**config.mk**
```make
export PLATFORM = sky130hd
export DESIGN_NAME = mc6809e_clkgen
export DESIGN_NICKNAME = d
export VERILOG_FILES = /design/src/rtl/mc6809e_clkgen.sv
export SDC_FILE = /design/constraint.sdc
export NUM_CORES = 1
export LEC_CHECK = 0
export BUFFER_PORTS_ARGS = -buffer_cell sky130_fd_sc_hd__buf_4
export CAP_MARGIN = 25
export CORE_ASPECT_RATIO = 1.75
export CORE_UTILIZATION = 55
export CTS_BUF_LIST = sky130_fd_sc_hd__clkbuf_2
export CTS_CLUSTER_SIZE = 10
export DETAILED_ROUTE_END_ITERATION = 12
export PLACE_DENSITY = 0.74
export SYNTH_ARGS = -nofsm -noshare
export SYNTH_HDL_FRONTEND = slang
export SYNTH_SLANG_ARGS = --single-unit
export TNS_END_PERCENT = 50
```
**constraint.sdc**
```tcl
create_clock -name CLK -period 4.3 [get_ports CLK]
set_clock_uncertainty 0.05 [all_clocks]
set_input_delay 0.86 -clock CLK [delete_from_list [all_inputs] [get_ports CLK]]
set_output_delay 0.86 -clock CLK [all_outputs]
set_load 0.01 [all_outputs]
```
**src/rtl/mc6809e_clkgen.sv**
```systemverilog
// mc6809e_clkgen -- E/Q clock and power-on reset generator for an MC6809E.
//
// Parameters
//   PHASE_CLKS   : CLK cycles per quarter-phase of the E/Q cycle (1..255)
//   RESET_CYCLES : completed E cycles that RESET is held after release (1..65535)
//
// Ports
//   CLK        in   master clock, all state changes on its rising edge
//   nRESET     in   synchronous active-low reset
//   STRETCH    in   request to hold E high (slow-device wait), sampled only
//                   on the last CLK of P3
//   E, Q       out  CPU clocks, driven straight from flops
//   E_RISE, E_FALL, Q_RISE, Q_FALL
//              out  one-CLK strobes, high in the cycle the new level appears
//   RESET      out  active-high CPU reset
//   STRETCHING out  high during every cycle of an E-high extension
//   phase      out  current quarter-phase (0..3), debug visibility of the FSM
//
// Handshake: there is no valid/ready interface; STRETCH is a level that is
// only looked at on the edge that would move P3 -> P0 (or end an extension).
module mc6809e_clkgen #(
   parameter int PHASE_CLKS   = 1,
   parameter int RESET_CYCLES = 16
) (
   input  logic       CLK,
   input  logic       nRESET,
   input  logic       STRETCH,
   output logic       E,
   output logic       Q,
   output logic       E_RISE,
   output logic       E_FALL,
   output logic       Q_RISE,
   output logic       Q_FALL,
   output logic       RESET,
   output logic       STRETCHING,
   output logic [1:0] phase
);

   typedef enum logic [1:0] {
      P0 = 2'd0,   // E=0 Q=0
      P1 = 2'd1,   // E=0 Q=1
      P2 = 2'd2,   // E=1 Q=1
      P3 = 2'd3    // E=1 Q=0
   } phase_t;

   localparam logic [7:0]  QLAST     = 8'(PHASE_CLKS - 1);
   localparam logic [15:0] RST_START = 16'(RESET_CYCLES);

   phase_t      state, state_nx;
   logic [7:0]  qcnt, qcnt_nx;
   logic [15:0] rcnt, rcnt_nx;
   logic        e_nx, q_nx;
   logic        e_rise_nx, e_fall_nx, q_rise_nx, q_fall_nx;
   logic        reset_nx, stretching_nx;

   assign phase = state;

   always_ff @(posedge CLK) begin
      if (!nRESET) begin
         state      <= P0;
         qcnt       <= '0;
         rcnt       <= RST_START;
         E          <= 1'b0;
         Q          <= 1'b0;
         E_RISE     <= 1'b0;
         E_FALL     <= 1'b0;
         Q_RISE     <= 1'b0;
         Q_FALL     <= 1'b0;
         RESET      <= 1'b1;
         STRETCHING <= 1'b0;
      end else begin
         state      <= state_nx;
         qcnt       <= qcnt_nx;
         rcnt       <= rcnt_nx;
         E          <= e_nx;
         Q          <= q_nx;
         E_RISE     <= e_rise_nx;
         E_FALL     <= e_fall_nx;
         Q_RISE     <= q_rise_nx;
         Q_FALL     <= q_fall_nx;
         RESET      <= reset_nx;
         STRETCHING <= stretching_nx;
      end
   end

   always_comb begin
      state_nx      = state;
      qcnt_nx       = qcnt + 8'd1;
      rcnt_nx       = rcnt;
      e_rise_nx     = 1'b0;
      e_fall_nx     = 1'b0;
      q_rise_nx     = 1'b0;
      q_fall_nx     = 1'b0;
      reset_nx      = RESET;
      stretching_nx = STRETCHING;

      if (qcnt == QLAST) begin
         qcnt_nx = '0;
         unique case (state)
            P0: begin state_nx = P1; q_rise_nx = 1'b1; end
            P1: begin state_nx = P2; e_rise_nx = 1'b1; end
            P2: begin state_nx = P3; q_fall_nx = 1'b1; end
            P3: begin
               // Both the nominal end of P3 and the end of each extension
               // unit land here, so one sample point covers re-sampling too.
               if (STRETCH) begin
                  stretching_nx = 1'b1;
               end else begin
                  state_nx      = P0;
                  stretching_nx = 1'b0;
                  e_fall_nx     = 1'b1;
               end
            end
         endcase
      end

      // E/Q come from the next phase so the output flops update in the
      // same cycle as the phase register.
      e_nx = (state_nx == P2) || (state_nx == P3);
      q_nx = (state_nx == P1) || (state_nx == P2);

      // Counter reaching zero and RESET dropping coincide with the E_FALL.
      if (e_fall_nx && RESET) begin
         rcnt_nx = rcnt - 16'd1;
         if (rcnt == 16'd1) reset_nx = 1'b0;
      end
   end

endmodule
```
# [Word level (Yosys, flattened, before mapping)]
# Cells that the tools add are included.
[classes] n_bitwise=1 mux=10 reduce_logical=9 addsub=2 n_eq_ne=7
[ops] op="$eq A16 B1 Y1 const B" n=1
[ops] op="$sub A16 B1 Y16 const B" n=1
[ops] op="$add A8 B1 Y8 const B" n=1
[ops] op="$eq A2 B2 Y1 const B" n=4
[ops] op="$logic_not A8 Y1" n=1
[ops] op="$pmux W2 S4" n=1
[ops] op="$mux W1" n=7
[ops] op="$reduce_and A2 Y1" n=3
[ops] op="$eq A2 B1 Y1 const B" n=2
[ops] op="$mux W2" n=2
[ops] op="$logic_not A2 Y1" n=1
[ops] op="$logic_or A1 B1 Y1" n=2
[ops] op="$reduce_or A2 Y1" n=1
[ops] op="$logic_and A1 B1 Y1" n=1
[ops] op="$not A1 Y1" n=1
[word_totals] wordCells=40 in_bits=3 register_bits=34

# [Longest topological paths before layout]
# Gate-level depths: netlist (run 1).
[logic_depth] word_depth=5 depth_mapped=8 depth_no_buf=7

# [Worst setup path before layout (run 1)]
# Ideal clock, no wire load.
[synth_path] path_kind="input port to flip-flop" startpoint="input STRETCH" endpoint="register rcnt[9]" t_arrival_ps=2073 n_path_buf=1 path_slack_ps=2107 setup_ps=70 cell_stages=5 cell_sequence="and4b_1 > nand3_1 > clkbuf_1 > or4_1 > a21oi_1"
[synth_between] elab_chain_cells=4
[synth_lines] element="start: declaration" line="27" text="input logic STRETCH,"
[synth_lines] element="$mux W1" line="106" text="if (STRETCH) begin"
[synth_lines] element="$mux W1" line="99" text="unique case (state)"
[synth_lines] element="$mux W1" line="97" text="if (qcnt == QLAST) begin"
[synth_lines] element="$logic_and A1 B1 Y1" line="123" text="if (e_fall_nx && RESET) begin"
[synth_lines] element="end signal: assignment" line="74" text="rcnt <= rcnt_nx;"
[synth_lines] element="end: declaration" line="51" text="logic [15:0] rcnt, rcnt_nx;"
# No other way between the ends.
# A chain may end at the register's enable or synchronous reset.

# [Worst setup path after layout (run 1)]
[layout_path] startpoint="register qcnt[0]" endpoint="register rcnt[10]"
[layout_between] elab_chain_cells=3
[layout_lines] element="start: declaration" line="50" text="logic [7:0] qcnt, qcnt_nx;"
[layout_lines] element="start signal: assignment" line="73" text="qcnt <= qcnt_nx;"
[layout_lines] element="$logic_not A8 Y1" line="97"
[layout_lines] element="$mux W1" line="97"
[layout_lines] element="$logic_and A1 B1 Y1" line="123"
# No other way between the ends.

==> metrics.txt, run 1 <==
Worst EP required 4.56 ns; Post-Synthesis Cells 166; clock period minus worst slack between 2 and 2.5 ns; Routed WL 3.03 mm; Reg with most FFs rcnt; Rows 25; Hold Vio Cnt, Final 0; GR Util met2 0.424; Starting Density 0.576; die span in x roughly 42 um; syn_area_per_cell 9.23 sq um; # setup viols final 0; Die Y 71.8 um; Die Area 0.00301 sq mm; total grt overflow 0; max reg flops 16; drt first pass iters 4; DR iter-0 viols 18; crit-path leading delay family simple AND/OR/NAND/NOR gates; vias in the first global route about 1200; Slew Limit Fails 0; sequential fraction of the synthesis area 0.444; Layout fillers 248; Sequential cell area 681 sq um; Cell Count, Final, Fillers Out 207; Buf/Inv on CP 1; Placed Cells about 200; clock latency on the worst-skew pair 0.38 ns; Final ANT Viol Nets 0; largest net degree at the start of global routing 19; antenna cell count 0; multi-input combinational cell area 786 sq um; met1 usage 0.208; number of buffers created by CTS 5; Syn Std Cell Area 0.00153 sq mm; Leakage 0.679 nW; Post-CTS Setup Inserts 0; post-CTS sizing 0; Core Region between 0.002 and 0.003 sq mm; Placer Congestion 0.820; initial antenna violation count 0; # hold bufs at CTS 0; Final HPWL DP around 2.3 mm; Worst Setup Slack, final 1.99 ns; Power Dens Cells ~310 mW/mm^2; RSZ-0062 raised after global routing false; total of max-cap violations 0; Final period util 0.538; CP Cell Sequence inv_1 -> ha_1 -> nor3b_2 -> nand3_1 -> or4_1 -> a21oi_1; share of cells above drive strength 1 0.156; dpl ws 1.78 ns; # DRC 0; Crit path arrival time 2.57 ns; Setup TNS 0 ns; Syn Nets 174; post-route design area 0.00166 sq mm; Critical Path End Type flop; TritonCTS Sinks 34; f_max around 0.43 GHz; Synth Register Bits 34; gr busiest metal met2; Final #Nets 187; DR vias/cell 5.88; I/O Buffers 12; Tot GR Track Use 0.219; via count 1217; slowest cell delay on critical path 0.61 ns; Netlist cell types 38; HP Class reg2reg; first-pass GRT wire length roughly 5 mm; Slew @ Worst Pin 0.515 ns; post-DR wirelength/cell roughly 15 um; H-Tree Depth 2; Worst-path clk slew 0.15 ns; CTS tree done; CP Launch Type flop; synth warn 0; worst vdd ir 0.195 mV; Worst Path Max Fanout 11; CTS max path bufs 2; CP max-delay cell or4_1; Area Growth Syn to Fin 8.58%; cell area after placement roughly 0.0016 sq mm; Root Buffer clkbuf_2; Relative slew margins 0.655; Setup CP Type reg2reg; status finished, final reports clean; met3 usage 0.0554; IO Pins 13
## logic make-up (layout without fill, tap and decap cells)
group	after synthesis	in the layout	synth area share
multiplexers	5	5	0.0327
AO/OA/AOI/OAI	25	25	0.104
flip-flops	34	34	0.444
AND/OR/NAND/NOR	74	74	0.290
XOR/XNOR	8	8	0.0458
buffers and inverters	15	29	0.0425
adder cells (fa/ha/maj)	5	5	0.0408
## area by class of cell
class	count	area share
tap	27	0.0203
clock inverter	2	0.00527
sequential	34	0.409
multi-input combinational	117	0.473
clock buffer	6	0.0181
inverter	9	0.0203
timing repair buffer	12	0.0542
## worst reg2reg max path, delay by kind of cell (launching register included)
kind / cells / cell delay [ns]
AO/OA/AOI/OAI: 1 / 0.15
adder cells (fa/ha/maj): 1 / 0.13
buffers and inverters: 1 / 0.08
flip-flops: 1 / 0.39
AND/OR/NAND/NOR: 3 / 1.47
## cell usage after synthesis, drive strengths merged
| library cell | count | area [sq um] |
|---|---|---|
| xor2 | 6 | 52.6 |
| or2 | 4 | 25.0 |
| and4b | 1 | 10.0 |
| o21ai | 3 | 15.0 |
| or4 | 8 | 63.8 |
| nor2 | 14 | 52.6 |
| o21a | 1 | 7.51 |
| mux2i | 5 | 50.1 |
| clkbuf | 4 | 15.0 |
| nor4 | 6 | 52.6 |
| nand3 | 9 | 45.0 |
| o31ai | 6 | 45.0 |
| dfxtp | 34 | 681 |
| nand2 | 10 | 37.5 |
| ha | 5 | 62.6 |
| nor3 | 3 | 15.0 |
| a41o | 1 | 10.0 |
| xnor2 | 2 | 17.5 |
| inv | 9 | 33.8 |
| buf | 2 | 16.3 |
| nor3b | 2 | 20.0 |
| a2bb2oi | 1 | 8.76 |
| a21oi | 10 | 50.1 |
| a21o | 1 | 7.51 |
| a211oi | 2 | 15.0 |
| nand4 | 2 | 18.8 |
| or3 | 5 | 41.3 |
| and3 | 5 | 31.3 |
| and2 | 1 | 6.26 |
| nand2b | 4 | 25.0 |
## metrics by stage
step / hold WS [ns] / utilization / power (mW)
after floorplan: 0.388 / - / 0.366
final: 0.431 / 0.625 / 0.519
after global routing: 0.455 / 0.625 / 0.538
after detailed placement: 0.419 / 0.611 / 0.383
after CTS: 0.439 / 0.625 / 0.524
after global placement: 0.401 / 0.611 / 0.381
## cells in the final DEF (no fill, tap or decap), types with 4 or more instances in the layout
cell type / n
a21oi_1: 10
and3_1: 5
buf_4: 12
clkbuf_2: 6
dfxtp_1: 34
ha_1: 5
inv_1: 9
mux2i_1: 5
nand2_1: 10
nand2b_1: 4
nand3_1: 9
nor2_1: 14
nor4_1: 5
o31ai_1: 6
or4_1: 7
xor2_1: 6
## path summary, 6_finish.rpt
| path | startpoint | end | slack [ns] | cells past startpoint |
|---|---|---|---|---|
| setup / recovery | qcnt[0]$_SDFF_PP0_ | rcnt[10]$_SDFFE_PN0P_ | 1.99 | 6 |
| hold / removal | rcnt[13]$_SDFFE_PN0P_ | rcnt[13]$_SDFFE_PN0P_ | 0.43 | 2 |
| setup reg to reg | qcnt[0]$_SDFF_PP0_ | rcnt[10]$_SDFFE_PN0P_ | 1.99 | 6 |
| hold reg to reg | rcnt[13]$_SDFFE_PN0P_ | rcnt[13]$_SDFFE_PN0P_ | 0.43 | 2 |
## metal layers
layer	vias to the layer above	wire length [um]
li1	615	-
met1	587	1190
met2	9	1710
met3	6	79
met4	0	57
met5	-	0
## report_power, final
group	internal, mW	switching [mW]
sequential	0.324	0.00641
clock	0.0399	0.103
combinational	0.0203	0.0259
total	0.384	0.136
Power figures use the tool's default switching activity.
==> run 2, diff against run 1 <==
- clock period: 4.3 -> 2.4 ns (I/O delays scaled with it)
==> run 2 against run 1 <==
Effect of this change:
- non-clock buffer count grew 1
- highest routed layer unchanged
- clock-buffer cell count shrank 1
- core utilization grew 1.3 points
- power grew 100%
- cell area grew 2.0%
- clock power grew to 2.6 times the previous value
- via count grew 3.9%
- largest cell class unchanged
- critical endpoint is now rcnt[15]$_SDFFE_PN0P_
- cell count grew 0.48%
==> metrics.txt, run 2 (synthesis results as in run 1) <==
initial antenna violation count 0 (unchanged); first-pass GRT wire length 5.44 mm (was 4.99 mm); # DRC 0 (unchanged); via count 1265 (was 1217); clock period minus worst slack 2.13 ns (was 2.31 ns); DR vias/cell 6.08 (was 5.88); Worst EP required 2.67 ns (was 4.56 ns); Critical Path End Type flop (unchanged); f_max 0.469 GHz (was 0.432 GHz); CP Launch Type flop (unchanged); Slew @ Worst Pin 0.521 ns (was 0.515 ns); final core occ 0.638 (was 0.625); HP Class in2reg (was reg2reg); Worst Path Max Fanout 7 (was 11); CTS max path bufs 2 (unchanged); worst vdd ir 0.645 mV (was 0.195 mV); Worst-path clk slew 0.18 ns (was 0.15 ns); Relative slew margins 0.650 (was 0.655); largest net degree at the start of global routing 19 (unchanged); most frequent cells in the layout 34 x dfxtp_1, 14 x nor2_1, 13 x buf_4, 10 x nand2_1, 10 x a21oi_1 (was 34 x dfxtp_1, 14 x nor2_1, 12 x buf_4, 10 x nand2_1, 10 x a21oi_1); Placer Congestion 0.769 (was 0.820); share of cells above drive strength 1 0.166 (was 0.156); Register-to-Register Setup Slack 0.27 ns (was 1.99 ns); Final #Nets 188 (was 187); vias in the first global route 1262 (was 1181); Final HPWL DP 2.32 mm (was 2.28 mm); die span in x 41.9 um (unchanged); r2r endpoint rcnt[15]$_SDFFE_PN0P_ (was rcnt[10]$_SDFFE_PN0P_); Power Dens Cells 616 mW/mm^2 (was 312 mW/mm^2); Routed WL 3.06 mm (was 3.03 mm); # hold bufs at CTS 0 (unchanged); hold path depth 2 (unchanged); Leakage 0.696 nW (was 0.679 nW); Tot GR Track Use 0.233 (was 0.219); Register-to-Register Path Depth 4 (was 6); Area Growth Syn to Fin 10.8% (was 8.58%); Setup TNS 0 ns (unchanged); Rows 25 (unchanged); Post-CTS Setup Inserts 0 (unchanged); post-CTS sizing 0 (unchanged); Die Area 0.00301 sq mm (unchanged); Reg with most FFs rcnt (unchanged); Die Y 71.8 um (unchanged); HP Start STRETCH (was rcnt[13]$_SDFFE_PN0P_); drt first pass iters 4 (unchanged); most common cell after layout, fill and taps aside dfxtp_1 (unchanged); CTS tree done (unchanged); Final period util 0.889 (was 0.538); DR iter-0 viols 25 (was 18); H-Tree Depth 2 (unchanged); IO Pins 13 (unchanged); I/O Buffers 12 (unchanged); Setup CP Type reg2reg (unchanged); max reg flops 16 (unchanged); total of max-cap violations 0 (unchanged); WHS Endpoint STRETCHING$_SDFFE_PN0P_ (was rcnt[13]$_SDFFE_PN0P_); status finished, final reports clean (unchanged); Final ANT Viol Nets 0 (unchanged); Crit Reg-Reg Startpoint rcnt[6]$_SDFFE_PN0P_ (was qcnt[0]$_SDFF_PP0_); Hold Vio Cnt, Final 0 (unchanged); Root Buffer clkbuf_2 (unchanged); Slew Limit Fails 0 (unchanged); post-DR wirelength/cell 14.7 um (was 14.6 um); number of buffers created by CTS 5 (unchanged); antenna cell count 0 (unchanged); Starting Density 0.576 (unchanged); # setup viols final 0 (unchanged); total grt overflow 0 (unchanged); Layout fillers 245 (was 248); Core Region 0.00266 sq mm (unchanged); Crit path arrival time 2.40 ns (was 2.57 ns); RSZ-0062 raised after global routing false (unchanged); TritonCTS Sinks 34 (unchanged); clock latency on the worst-skew pair 0.38 ns (about the same)
-- run 2: changes by cell type in the layout (fill, tap and decap cells not counted), sizes merged --
cell	before	now
buf	12	13
clkbuf	6	5
bufinv	0	1
-- run 2: worst max-delay path by stage --
stage	startpoint	to	slack [ns]	cells after the start
3_3_place_gp	STRETCH	rcnt[10]$_SDFFE_PN0P_	0.38	5
2_1_floorplan	rcnt[6]$_SDFFE_PN0P_	rcnt[15]$_SDFFE_PN0P_	0.43	5
5_1_grt	qcnt[0]$_SDFF_PP0_	rcnt[8]$_SDFFE_PN0P_	0.16	7
3_5_place_dp	STRETCH	rcnt[8]$_SDFFE_PN0P_	0.26	5
6_report	rcnt[6]$_SDFFE_PN0P_	rcnt[15]$_SDFFE_PN0P_	0.27	4
4_1_cts	rcnt[6]$_SDFFE_PN0P_	rcnt[15]$_SDFFE_PN0P_	0.28	4
-- run 2: critical path, stage by stage, from the launching register on --
cell,delay (ns)
dfxtp_1,0.39
or3_4,0.41
or4_1,0.54
or4_1,0.54
a21oi_1,0.14
-- run 2: through the flow --
step           cells  cell area [sq um]  total power [mW]  setup slack, ns  hold slack [ns]
5_1_grt          208               1700              1.09            0.161            0.253
6_report         208               1700              1.04            0.267            0.301
3_5_place_dp     200               1630             0.687            0.258            0.419
4_1_cts          208               1700              1.06            0.275            0.282
3_3_place_gp     200               1630             0.681            0.379            0.399
2_1_floorplan    166               1530             0.656            0.427            0.388
-- run 2: power breakdown --
part / internal, mW / switching [mW]
Sequential: 0.580 / 0.0114
Clock: 0.173 / 0.197
Combinational: 0.0367 / 0.0470
Total: 0.790 / 0.255
-- run 2: final cells by class --
type / instances / area [sq um] / area share
timing repair buffer: 13 / 97.6 / 0.0575
clock inverter: 3 / 40.0 / 0.0236
sequential: 34 / 681 / 0.401
tap: 27 / 33.8 / 0.0199
multi-input combinational: 117 / 786 / 0.463
inverter: 9 / 33.8 / 0.0199
clock buffer: 5 / 25.0 / 0.0147
-- run 2: metal layers --
| metal | track usage | share of wire | up-vias |
|---|---|---|---|
| li1 | - | - | 622 |
| met1 | 0.227 | 0.36 | 614 |
| met2 | 0.446 | 0.59 | 24 |
| met3 | 0.0630 | 0.034 | 5 |
| met4 | 0.0968 | 0.016 | 0 |
| met5 | 0 | 0 | - |
